**src/rtl/state_trace_fifo.sv**
```systemverilog
// Synchronous FIFO with wrap-bit pointers, registered occupancy count and no
// write-to-read bypass. A push into a full FIFO is accepted only alongside a pop.
module state_trace_fifo #(
  parameter int unsigned WIDTH = 15,
  parameter int unsigned DEPTH = 4
) (
  input  logic                       clk,
  input  logic                       rst,
  input  logic                       push_i,
  input  logic                       pop_i,
  input  logic [WIDTH-1:0]           data_i,
  output logic [WIDTH-1:0]           data_o,
  output logic                       full_o,
  output logic                       empty_o,
  output logic [$clog2(DEPTH+1)-1:0] count_o
);

  localparam int unsigned AW = $clog2(DEPTH);
  localparam int unsigned PW = AW + 1;
  localparam int unsigned CW = $clog2(DEPTH + 1);

  logic [WIDTH-1:0] mem_q [DEPTH];
  logic [PW-1:0]    wr_q, rd_q;
  logic [CW-1:0]    count_q;
  logic             do_push, do_pop;

  assign empty_o = (wr_q == rd_q);
  assign full_o  = (wr_q[AW] != rd_q[AW]) && (wr_q[AW-1:0] == rd_q[AW-1:0]);
  assign do_pop  = pop_i & ~empty_o;
  assign do_push = push_i & (~full_o | do_pop);
  assign data_o  = mem_q[rd_q[AW-1:0]];
  assign count_o = count_q;

  // Storage array; cleared on reset so the head reads zero when empty
  always_ff @(posedge clk or posedge rst) begin
    if (rst) begin
      for (int i = 0; i < int'(DEPTH); i++) mem_q[i] <= '0;
    end else if (do_push) begin
      mem_q[wr_q[AW-1:0]] <= data_i;
    end
  end

  // Pointers and occupancy count
  always_ff @(posedge clk or posedge rst) begin
    if (rst) begin
      wr_q    <= '0;
      rd_q    <= '0;
      count_q <= '0;
    end else begin
      if (do_push) wr_q <= wr_q + PW'(1);
      if (do_pop)  rd_q <= rd_q + PW'(1);
      case ({do_push, do_pop})
        2'b10:   count_q <= count_q + CW'(1);
        2'b01:   count_q <= count_q - CW'(1);
        default: count_q <= count_q;
      endcase
    end
  end

endmodule

```
**config.mk**
```make
export PLATFORM = sky130hd
export DESIGN_NAME = state_trace_fifo
export DESIGN_NICKNAME = d
export VERILOG_FILES = /design/src/rtl/state_trace_fifo.sv
export SDC_FILE = /design/constraint.sdc
export NUM_CORES = 1
export LEC_CHECK = 0
export CAP_MARGIN = 20
export CORE_MARGIN = 2
export CORE_UTILIZATION = 55
export CTS_BUF_LIST = sky130_fd_sc_hd__clkbuf_8
export CTS_CLUSTER_DIAMETER = 150
export DETAILED_ROUTE_END_ITERATION = 16
export HOLD_SLACK_MARGIN = 0.08
export MAX_ROUTING_LAYER = met4
export PLACE_DENSITY_LB_ADDON = 0.15
export RECOVER_POWER = 100
export SLEW_MARGIN = 10
export SYNTH_ARGS = -nofsm -noshare
export SYNTH_HDL_FRONTEND = slang
export SYNTH_SLANG_ARGS = --single-unit
```
**constraint.sdc**
```tcl
create_clock -name clk -period 3.2 [get_ports clk]
set_clock_uncertainty 0.05 [all_clocks]
set_input_delay 0.96 -clock clk [delete_from_list [all_inputs] [get_ports clk]]
set_output_delay 0.96 -clock clk [all_outputs]
set_load 0.01 [all_outputs]
```
* Word level (Yosys, flattened, before mapping) *
Index checks and enable logic that the tools add are counted.

operators by class
  $add $sub $neg = 4
  $lt $le $gt $ge = 3
  equal/unequal tests = 5
  multiplexer cells = 7
  bitwise logic cells = 7
  reduce and logical (&&, ||, !) cells = 3

operators with widths
  cell                                                                           count
  60-bit bitwise mux                                                             1
  15-bit two-way mux                                                             3
  15-bit binary-select mux with 2-bit select                                     1
  15-bit demux with 2-bit select                                                 1
  3-bit by 1-bit adder with 3-bit output (second input constant)                 3
  3-bit greater-or-equal comparator (second input constant)                      2
  2-bit NOT with 3-bit output                                                    2
  3-bit one-hot mux with 2 select lines                                          1
  3-bit == test                                                                  1
  3-bit by 1-bit less-than comparator with 1-bit output (second input constant)  1
  3-bit by 1-bit subtractor with 3-bit output (second input constant)            1
  1-bit AND                                                                      2
  2-bit by 1-bit == test with 1-bit output (second input constant)               1
  2-bit == test                                                                  1
  2-bit == test (second input constant)                                          1
  1-bit logical AND                                                              2
  1-bit NOT                                                                      2
  2-bit nonzero test                                                             1
  1-bit inequality test                                                          1
  1-bit bitwise OR                                                               1

word-level totals
  register bits = 69
  input port bits = 19
  output and inout port bits = 20
  word-level logic and storage cells = 36

* Depth between registers and ports, before layout *
  word-level depth = 7
  mapped depth = 10
  mapped depth without buffers = 9

* Worst setup path before layout *
No wires, ideal clock.

  path kind = input to register
  start point = input pop_i
  end point = register count_q[2], in the netlist count_o[2]
  arrival time = 2.783 ns
  data required time = 3.071 ns
  path slack = 0.288 ns
  stages on the path = 8
  path buffers = 1
  path through = buf_1 o41ai_2 ha_1 inv_1 fa_1 xor2_1 nor2_1 xor2_1

between the ends
  cells in the longest elaborated chain, start to end = 5

RTL lines
  what                                                                                RTL line  source
  start, declared                                                                     10        input logic pop_i,
  1-bit AND *                                                                         29        assign do_pop = pop_i & ~empty_o;
  1-bit bitwise OR                                                                    30        assign do_push = push_i & (~full_o | do_pop);
  1-bit AND                                                                           30
  2-bit by 1-bit == test with 1-bit output / 2-bit == test (equally long branches)    52        case ({do_push, do_pop})
  3-bit one-hot mux with 2 select lines / 2-bit nonzero test (equally long branches)  -
  end signal, assigned                                                                53        2'b10: count_q <= count_q + CW'(1);
  end signal, assigned                                                                54        2'b01: count_q <= count_q - CW'(1);
  end signal, assigned                                                                55        default: count_q <= count_q;
  end, declared                                                                       24        logic [CW-1:0] count_q;

Every way passes the cells marked *; elsewhere a longest branch is shown, timed or not.
A chain may end at the register's enable or synchronous reset.

* Worst setup path after layout *
  start point = register rd_q[0]
  end point = output data_o[13]

between the ends
  cells in the longest elaborated chain, start to end = 4

RTL lines
  what                                                    RTL line  source
  start, declared                                         23        logic [PW-1:0] wr_q, rd_q;
  start signal, assigned                                  51        if (do_pop) rd_q <= rd_q + PW'(1);
  2-bit NOT with 3-bit output (implied by the code)       31        assign data_o = mem_q[rd_q[AW-1:0]];
  15-bit binary-select mux with 2-bit select              31
  15-bit two-way mux (implied by the code) (2 in series)  31
  end, declared                                           12        output logic [WIDTH-1:0] data_o,

Every way passes these cells. The select of a mux whose other input is x is not followed.

==> impl_metrics.py <==
metrics = {
    "run_status": {
        "status": "finished, final reports clean",
    },
    "floorplanning": {
        "fp.dieW_um": 82.00,
        "core_um2": 5886,
        "start_util": 0.5685,
        "ios": 39,
        "rows": 28,
        "dieArea_um2": 6723,
        "die_y_um": 82.00,
    },
    "clock_tree": {
        "clk_pin_slew_ns": 0.07,
        "cts_hold_buf": 0,
        "cts_root_buf": "clkbuf_8",
        "cts_htree_levels": 3,
        "cts_buffer_depth": 2,
        "cts_tree": "built",
        "clk_latency_ns": 0.34,
        "cts.sinks": 69,
        "cts_made_buffers": 9,
        "cts_setup_buffers": 0,
    },
    "timing": {
        "drv_slew": 0,
        "timing.slew.headroom": 0.3247,
        "max_freq_ghz": 0.3221,
        "layout_setup_ws_ns": 0.09511,
        "setup_violations": 0,
        "hold_violations": 0,
        "fin_setup_tns_ns": 0,
        "worst_slew_pin_slew_ns": 1.012,
        "rsz0062_at_grt": "no",
        "finalCritPeriodShare": 0.9703,
        "fin_crit_ns": 3.105,
    },
    "placement": {
        "preCtsSetupSlack_ns": 0.06247,
        "port_buffers": 38,
        "gp_congestion": 0.8591,
        "dp_hpwl_um": 4578,
    },
    "logic_synthesis": {
        "synth_top_flop_cell": "dfrtp_1",
        "synth_area_leaders": "dfrtp_1, mux2_2, mux4_2",
        "synth-seq-cells": 69,
        "synth_area_per_cell_um2": 16.73,
        "ys_types": 28,
        "synth_nets": 226,
        "synth_edf_count": 0,
        "synth_top_area_cell": "dfrtp_1",
        "netlist.area_leader.share": 0.5161,
        "seq_area_frac_synth": 0.5161,
        "synthCells": 200,
        "syn_area_um2": 3346,
        "yosysWarnings": 0,
        "async_reset_ff_frac": 1.000,
    },
    "global_routing": {
        "grt_max_degree": 33,
        "antenna_found_initial": 0,
        "grt.total_usage": 0.2263,
        "grt_overflow_total": 0,
        "first_global_vias": 2075,
        "grt_pass1_wl_um": 10510,
    },
    "setup_path": {
        "critical_path.top_delay_family": "buffers and inverters",
        "regToRegEndpoint": "count_o[2]",
        "critPathKind": "flip-flop to primary output",
        "r2r_cells": 8,
        "end_kind": "primary output",
        "worstSetupStartpointType": "flip-flop",
        "crit_fanout": 6,
        "required_ns": 2.19,
        "crit_buf_inv": 2,
        "crit-reg2reg-launch": "wr_q[1]",
        "cpMaxStageDelayCell": "mux4_2",
        "max_stage_delay_ns": 0.53,
        "ff2ff_setup_slack_ns": 0.74,
        "cp.arrival_ns": 2.09,
        "cp_cell_sequence": "clkbuf_2 -> mux4_2 -> clkdlybuf4s50_1",
    },
    "power_and_ir_drop": {
        "power_density_nw_per_um2": 1131,
        "irDropWorstVdd_v": 0.0005515,
        "p_leak_nw": 1.652,
    },
    "routing": {
        "wl_um": 6432,
        "drt_iter0_markers": 67,
        "wl_per_cell_um": 19.26,
        "vias": 1858,
        "drc_errors": 0,
        "firstDrtPassIters": 4,
        "ant_nets": 0,
        "vias_per_cell": 5.563,
    },
    "final_layout": {
        "design.final.nets": 281,
        "postLayoutCoreUtil": 0.6567,
        "area_growth_pct": 15.52,
        "drive_above_1_share": 0.3398,
        "antennaDiodeCount": 0,
    },
    "hold_path": {
        "hold_end": "count_o[2]",
        "hp-class": "flip-flop to flip-flop",
        "hold_start": "count_o[2]",
        "worstHoldPathCells": 1,
    },
    "flow_run": {
        "cap_violations": 0,
    },
}
worst reg2reg max path: stages, from the launching register on:
cell     delay [ns]
dfrtp_1        0.45
xor2_2         0.22
o41ai_1        0.51
ha_1           0.27
inv_1          0.06
fa_1           0.38
xor2_1         0.16
nor2_1         0.14
xor2_1         0.16
state kept, by name (all words and copies together), names as in the netlist:
signal,flops
mem_q,60
wr_q,3
count_o,3
rd_q,3
per-layer routing:
layer	part of all wire	wire (µm)	GRT usage	up-vias
met1	0.44	2832	0.2926	966
li1	-	-	-	838
met5	0	0	-	-
met2	0.51	3284	0.3585	47
met3	0.036	234	0.03626	7
met4	0.012	80	0.09500	0
cell usage in the layout, fill, tap and decap left out, types with 3 or more instances in the layout:
cell type	count
clkbuf_8	10
mux4_2	15
mux2_4	3
xor2_1	3
mux2_2	45
clkbuf_2	4
mux2_1	14
clkdlybuf4s50_1	33
ha_1	6
dfrtp_1	67
dlygate4sd3_1	5
inv_1	11
and2_1	4
clkbuf_1	8
xnor2_1	4
nor2_1	3
o41ai_1	5
power breakdown:
group	switching (W)	internal, W	total [W]	leakage, nW
Sequential	0.000286	0.00133	0.00162	0.814
Combinational	0.000884	0.00129	0.00217	0.742
Clock	0.000293	0.000287	0.000580	0.0957
Total	0.00146	0.00291	0.00437	1.65
kinds of logic after synthesis:
logic type / after synthesis / synth area share
flip-flops: 69 / 0.5161
buffers and inverters: 17 / 0.03178
adder cells (fa/ha/maj): 7 / 0.02842
AO/OA/AOI/OAI: 8 / 0.04488
multiplexers: 78 / 0.3227
XOR/XNOR: 10 / 0.03964
AND/OR/NAND/NOR: 11 / 0.01645
how the worst max path moves through the flow:
stage / start / end / slack (ns) / cells past startpoint
5_1_grt: rd_q[0] / data_o[13] / 0.02 / 3
3_5_place_dp: pop_i / count_o[2] / 0.06 / 10
4_1_cts: rd_q[0] / data_o[5] / 0.05 / 3
3_3_place_gp: pop_i / count_o[2] / 0.19 / 10
6_report: rd_q[0] / data_o[13] / 0.1 / 3
2_1_floorplan: pop_i / count_o[2] / 0.29 / 8
stage by stage:
step / cells / total power, W / hold WS (ns) / cell area (µm²)
floorplan: 200 / 0.003158 / 0.4087 / 3346
global placement: 319 / 0.003871 / 0.4136 / 3869
detailed placement: 319 / 0.004020 / 0.4106 / 3869
CTS: 334 / 0.004621 / 0.4242 / 4031
global route: 334 / 0.004669 / 0.4324 / 3865
finish: 334 / 0.004370 / 0.4193 / 3865
Yosys cell counts (2+ instances only):
| library cell | instances |
|---|---|
| ha_1 | 6 |
| xnor2_1 | 4 |
| nor2_1 | 3 |
| mux4_2 | 15 |
| buf_6 | 5 |
| mux2_2 | 45 |
| dfrtp_1 | 69 |
| and2_1 | 4 |
| mux2_1 | 8 |
| xor2_1 | 3 |
| o41ai_4 | 4 |
| xor2_4 | 2 |
| mux2_4 | 9 |
| nand2_1 | 2 |
| inv_1 | 8 |
area by class of cell:
type / count / area (µm²)
fillers: 436 / 2021
clock inverters: 5 / 21.27
flip-flops and latches: 69 / 1729
clock buffers: 10 / 137.6
well taps: 75 / 93.84
inverters: 8 / 30.03
multi-input cells: 114 / 1396
repair buffers: 53 / 456.7
what timing repair did:
action / in CTS / in global routing
setup endpoints to repair: 2 / 3
endpoints found under the hold margin: 0 / 0
pin swaps: 0 / 0
resized for setup: 1 / 2
Note: power is estimated with default switching activity, not from simulation.
